**config.mk**
```make
export PLATFORM = sky130hd
export DESIGN_NAME = hazard_detection
export DESIGN_NICKNAME = d
export VERILOG_FILES = /design/src/rtl/hazard_detection.sv
export SDC_FILE = /design/constraint.sdc
export NUM_CORES = 1
export LEC_CHECK = 0
export CORE_MARGIN = 1
export CORE_UTILIZATION = 30
export CTS_CLUSTER_DIAMETER = 40
export DETAILED_ROUTE_END_ITERATION = 8
export GPL_TIMING_DRIVEN = 0
export PLACE_DENSITY = 0.62
export SLEW_MARGIN = 10
export SYNTH_ARGS = -nofsm -noshare
export SYNTH_HDL_FRONTEND = slang
export SYNTH_SLANG_ARGS = --single-unit
export TNS_END_PERCENT = 50
```
**constraint.sdc**
```tcl
create_clock -name clk_i -period 3.15 [get_ports clk_i]
set_clock_uncertainty 0.05 [all_clocks]
set_input_delay 0.315 -clock clk_i [delete_from_list [all_inputs] [get_ports clk_i]]
set_output_delay 0.315 -clock clk_i [all_outputs]
set_load 0.01 [all_outputs]
```
**src/rtl/hazard_detection.sv**
```systemverilog
// Pipeline hazard unit: picks one of WAIT/FLUSH/LU/RUN each cycle, drives the
// stall/flush controls combinationally and keeps saturating performance counters.
module hazard_detection #(
    parameter int TIMEOUT = 255,
    parameter int CNT_W   = 16
) (
    input  logic             clk_i,
    input  logic             rst_i,
    input  logic [4:0]       if_id_rs_i,
    input  logic [4:0]       if_id_rt_i,
    input  logic             id_uses_rt_i,
    input  logic             id_ex_memread_i,
    input  logic [4:0]       id_ex_rt_i,
    input  logic             branch_taken_i,
    input  logic             mem_req_i,
    input  logic             mem_ready_i,
    output logic             pc_write_o,
    output logic             if_id_write_o,
    output logic             pipe_hold_o,
    output logic             if_id_flush_o,
    output logic             id_ex_flush_o,
    output logic             ex_mem_flush_o,
    output logic [1:0]       state_o,
    output logic [CNT_W-1:0] stall_cnt_o,
    output logic [CNT_W-1:0] flush_cnt_o,
    output logic             mem_timeout_o
);

    localparam int WAIT_W = (TIMEOUT < 1) ? 1 : $clog2(TIMEOUT + 1);
    localparam logic [WAIT_W-1:0] TIMEOUT_V = WAIT_W'(TIMEOUT);

    typedef enum logic [1:0] {
        RUN      = 2'd0,
        STALL_LU = 2'd1,
        WAIT_MEM = 2'd2,
        FLUSH    = 2'd3
    } action_t;

    action_t           action_p0;
    action_t           state_p1;
    logic              cond_wait;
    logic              cond_lu;
    logic [WAIT_W-1:0] wait_cnt_p1;
    logic [WAIT_W-1:0] wait_inc;
    logic [CNT_W-1:0]  stall_cnt_p1;
    logic [CNT_W-1:0]  flush_cnt_p1;
    logic              mem_timeout_p1;

    function automatic logic [CNT_W-1:0] sat_inc(input logic [CNT_W-1:0] v);
        return (&v) ? v : v + CNT_W'(1);
    endfunction

    function automatic logic [WAIT_W-1:0] sat_wait_inc(input logic [WAIT_W-1:0] v);
        return (v >= TIMEOUT_V) ? TIMEOUT_V : v + WAIT_W'(1);
    endfunction

    // Stage 0: combinational hazard decision, priority WAIT > FLUSH > LU > RUN
    always_comb begin
        cond_wait = mem_req_i && !mem_ready_i;
        // Register 0 is hardwired, so a load targeting it never creates a hazard
        cond_lu   = id_ex_memread_i && (id_ex_rt_i != 5'd0) &&
                    ((id_ex_rt_i == if_id_rs_i) ||
                     (id_uses_rt_i && (id_ex_rt_i == if_id_rt_i)));

        action_p0      = RUN;
        pc_write_o     = 1'b1;
        if_id_write_o  = 1'b1;
        pipe_hold_o    = 1'b0;
        if_id_flush_o  = 1'b0;
        id_ex_flush_o  = 1'b0;
        ex_mem_flush_o = 1'b0;

        if (cond_wait) begin
            action_p0     = WAIT_MEM;
            pc_write_o    = 1'b0;
            if_id_write_o = 1'b0;
            pipe_hold_o   = 1'b1;
        end else if (branch_taken_i) begin
            action_p0      = FLUSH;
            if_id_flush_o  = 1'b1;
            id_ex_flush_o  = 1'b1;
            ex_mem_flush_o = 1'b1;
        end else if (cond_lu) begin
            action_p0     = STALL_LU;
            pc_write_o    = 1'b0;
            if_id_write_o = 1'b0;
            id_ex_flush_o = 1'b1;
        end
    end

    assign wait_inc = sat_wait_inc(wait_cnt_p1);

    // Stage 1: registered action and statistics
    always_ff @(posedge clk_i) begin
        if (rst_i) begin
            state_p1 <= RUN;
        end else begin
            state_p1 <= action_p0;
        end
    end

    always_ff @(posedge clk_i) begin
        if (rst_i) begin
            stall_cnt_p1   <= '0;
            flush_cnt_p1   <= '0;
            wait_cnt_p1    <= '0;
            mem_timeout_p1 <= 1'b0;
        end else begin
            if ((action_p0 == WAIT_MEM) || (action_p0 == STALL_LU)) begin
                stall_cnt_p1 <= sat_inc(stall_cnt_p1);
            end
            if (action_p0 == FLUSH) begin
                flush_cnt_p1 <= sat_inc(flush_cnt_p1);
            end
            // Only an unbroken run of WAIT cycles counts toward the timeout
            if (action_p0 == WAIT_MEM) begin
                wait_cnt_p1 <= wait_inc;
                if (wait_inc == TIMEOUT_V) begin
                    mem_timeout_p1 <= 1'b1;
                end
            end else begin
                wait_cnt_p1 <= '0;
            end
        end
    end

    assign state_o       = state_p1;
    assign stall_cnt_o   = stall_cnt_p1;
    assign flush_cnt_o   = flush_cnt_p1;
    assign mem_timeout_o = mem_timeout_p1;

endmodule

```
==> out/metrics.csv <==
metric,value,unit
ant_nets,0,
numCtsBuffers,5,
hold_end,flush_cnt_o[8]$_SDFFE_PP0P_,
rsz0062_at_grt,false,
tightest_slew,0.807,ns
yosysTopAreaCell,dfxtp_1,
drc,0,
grt_max_degree,13,
clk_pin_slew_worst_paths,0.08,ns
syn_area,2420,µm²
finalSetupTns,0,ns
synth-edff-count,0,
leakagePower,1.10,nW
busiest_layer,met2,
ys_ff_latch,43,
seq_power_share,54.1,%
syn-num-nets,317,
yosysWarnings,0,
reg2reg_slack,0.88,ns
die_h,91.8,µm
final_nets,385,
yosys.area_share.simple,27.9,%
synth_mux_area_share,5.48,%
dp_hpwl,4750,µm
boundaryPins,63,
grt_pass1_vias,2293,
min_path_cells,3,
syn_to_final_growth,35.7,%
grtUsageMet3,2.99,%
cp_max_fo,8,
routabilityCongestion,0.793,
hold_start,rst_i,
setup_viol,0,
path_cells,"clkdlybuf4s50_1, xor2_1, nor4_2, a32oi_1, o31a_1, ha_1, or3_4, nor4bb_4, mux2_1",
required,3.29,ns
drv_slew,0,
finalNonFillerCells,462,
grt_use_total,15.6,%
layout_commonest_cell,clkdlybuf4s50_1,
synth_top_family_by_area,simple AND/OR/NAND/NOR gates,
ys_async_sr_fraction,0,%
synth_seq_area_share,35.6,%
htree_levels,2,
syn_inst,291,
synthFlopType,dfxtp_1,
ctsLongestPathBuffers,2,
design_area,3280,µm²
synth_area_per_cell,8.32,µm²
hold_slack,0.421,ns
cts_tree,yes,
vias_per_cell,5.24,
final_layout_size_suffix_gt1_share,6.39,%
vdd.ir_drop.worst,130,µV
rr_worst_depth,6,
post_drt_wl_per_cell,13.8,µm
dieArea,8430,µm²
cp.arrival,3.13,ns
layout_common_cells,"clkdlybuf4s50_1, dfxtp_1, a21oi_1",
synth.top_cell.area_share,35.6,%
grt_pass1_wl,10700,µm
gr-usage-met1,20.9,%
p_sw_share,25.2,%
finalHoldViolCount,0,
synth_fa_ha_area_share,2.07,%
io_buffers,61,
clk_latency,0.29,ns
p_switching,0.000263,W
grt.met2_usage,25.2,%
rows,32,
synth.top_cells.by_area,"dfxtp_1, a21oi_1, or4_1, nand3_1, mux2_1",
clock.fmax,334,MHz
start_util,31.2,%
combPwrFrac,13.3,%
antenna_found_initial,0,
crit_path_top_delay_cell,clkdlybuf4s50_1,
fin_util,42.3,%
synthXorXnorAreaFrac,4.71,%
cts_root_buffer,clkbuf_8,
clkPwrFrac,32.6,%
floorplan.die.width,91.8,µm
maxSlewHeadroom,45.8,%
criticalPathCategory,in -> reg,
yosysUniqueCellTypes,49,
internal_power,0.000782,W
coreArea,7770,µm²
placed_area,3160,µm²
crit_path_max_incr_delay,0.46,ns
antenna_cells,0,
status,"finished, final reports clean",
powerDensity,318,nW/µm²
hp-class,in -> reg,
r2r-start,stall_cnt_o[1]$_SDFFE_PP0P_,
drtIter0Drc,109,
synth_compound_area_share,19.4,%
startpoint_type,input port,
cap_viol_max_count,0,
dr_total_vias,2419,
worstSetupEndpointType,flip-flop,
worstReg2RegEnd,stall_cnt_o[0]$_SDFFE_PP0P_,
dr.pass1.iters,4,
dp_cells,454,
routed_wl,6380,µm
overflow,0,
post-route-period-util,95.0,%
clock_sinks,43,
period_needed,2.99,ns
[power by group through the flow]
stage	combinational [W]	clock, W	sequential (W)
finish	0.000139	0.000341	0.000565
global route	0.000151	0.000375	0.000567
CTS	0.000140	0.000358	0.000565
detailed placement	0.000138	0	0.000577
global placement	0.000135	0	0.000577
floorplan	0.0000612	0	0.000579
[what timing repair did]
item / CTS / global route
setup buffers: 1 / 0
resized for setup: 1 / 6
endpoints found under the setup margin: 6 / 6
hold buffers: 0 / 0
pin swaps: 2 / 1
[synthesized netlist by cell type (2+ instances only)]
| master | instances |
|---|---|
| xnor2_1 | 3 |
| a211oi_1 | 5 |
| and4b_1 | 2 |
| nor3_1 | 6 |
| clkbuf_1 | 11 |
| o31ai_1 | 8 |
| o21ai_1 | 2 |
| mux2_1 | 8 |
| and3_1 | 3 |
| mux2_2 | 2 |
| or3_1 | 7 |
| nand3_1 | 19 |
| xor2_1 | 10 |
| a311oi_1 | 5 |
| o41ai_1 | 4 |
| inv_1 | 10 |
| buf_4 | 2 |
| a21oi_1 | 28 |
| nor2b_1 | 10 |
| nand4_1 | 7 |
| dfxtp_1 | 43 |
| ha_1 | 4 |
| nor4_1 | 2 |
| a31oi_1 | 2 |
| or4_1 | 14 |
| nand2_1 | 20 |
| mux2i_1 | 2 |
| or4b_1 | 2 |
| nor2_1 | 18 |
| and4_1 | 4 |
| o31a_1 | 2 |
| o21ai_0 | 9 |
[logic make-up after synthesis]
family / count (synthesis)
compound gates: 73
xor+xnor: 13
fa+ha+maj: 4
buf+inv: 26
flops: 43
mux: 12
simple gates: 120
[metrics by stage]
stage / worst slack, ns / power (W)
global route: 0.0348 / 0.00109
detailed placement: -0.510 / 0.000715
CTS: 0.00215 / 0.00106
floorplan: 0.329 / 0.000640
finish: 0.157 / 0.00105
global placement: -0.481 / 0.000712
[area by class of cell]
cell class	instances	area, µm²
inverter	11	43.8
fill	811	4480
buffer	14	68.8
clock inverter	1	5.00
multi-input combinational	222	1480
sequential	43	861
timing repair buffer	62	618
clock buffer	7	76.3
tap	102	128
[critical path, delay by kind of cell]
family | cells | cell delay [ns]
and+or+nand+nor | 3 | 1.00
adders and majority gates | 1 | 0.35
muxes | 1 | 0.33
buffers and inverters | 1 | 0.46
xor gates and xnor gates | 1 | 0.19
AOI/OAI and AO/OA | 2 | 0.47
[metal layers]
metal	share of wire, %	wire length [µm]
met1	48	3050
met5	0	0
met2	47	3030
met3	3.7	236
met4	0.97	62
[state kept, by name (all words and copies together), names as in the netlist]
signal / flops
flush_cnt_o: 16
state_o: 2
mem_timeout_o: 1
stall_cnt_o: 16
wait_cnt_p1: 8
[how the worst max path moves through the flow]
stage | startpoint | endpoint | slack, ns | cells past startpoint
3_5_place_dp | id_ex_rt_i[4] | stall_cnt_o[15]$_SDFFE_PP0P_ | -0.51 | 10
6_report | id_ex_rt_i[4] | stall_cnt_o[15]$_SDFFE_PP0P_ | 0.16 | 9
3_3_place_gp | id_ex_rt_i[0] | stall_cnt_o[15]$_SDFFE_PP0P_ | -0.48 | 10
2_1_floorplan | id_ex_rt_i[4] | stall_cnt_o[15]$_SDFFE_PP0P_ | 0.33 | 9
4_1_cts | id_ex_rt_i[0] | stall_cnt_o[15]$_SDFFE_PP0P_ | 0.002 | 9
5_1_grt | id_ex_rt_i[0] | stall_cnt_o[15]$_SDFFE_PP0P_ | 0.03 | 9
Note: power is estimated with default switching activity, not from simulation.
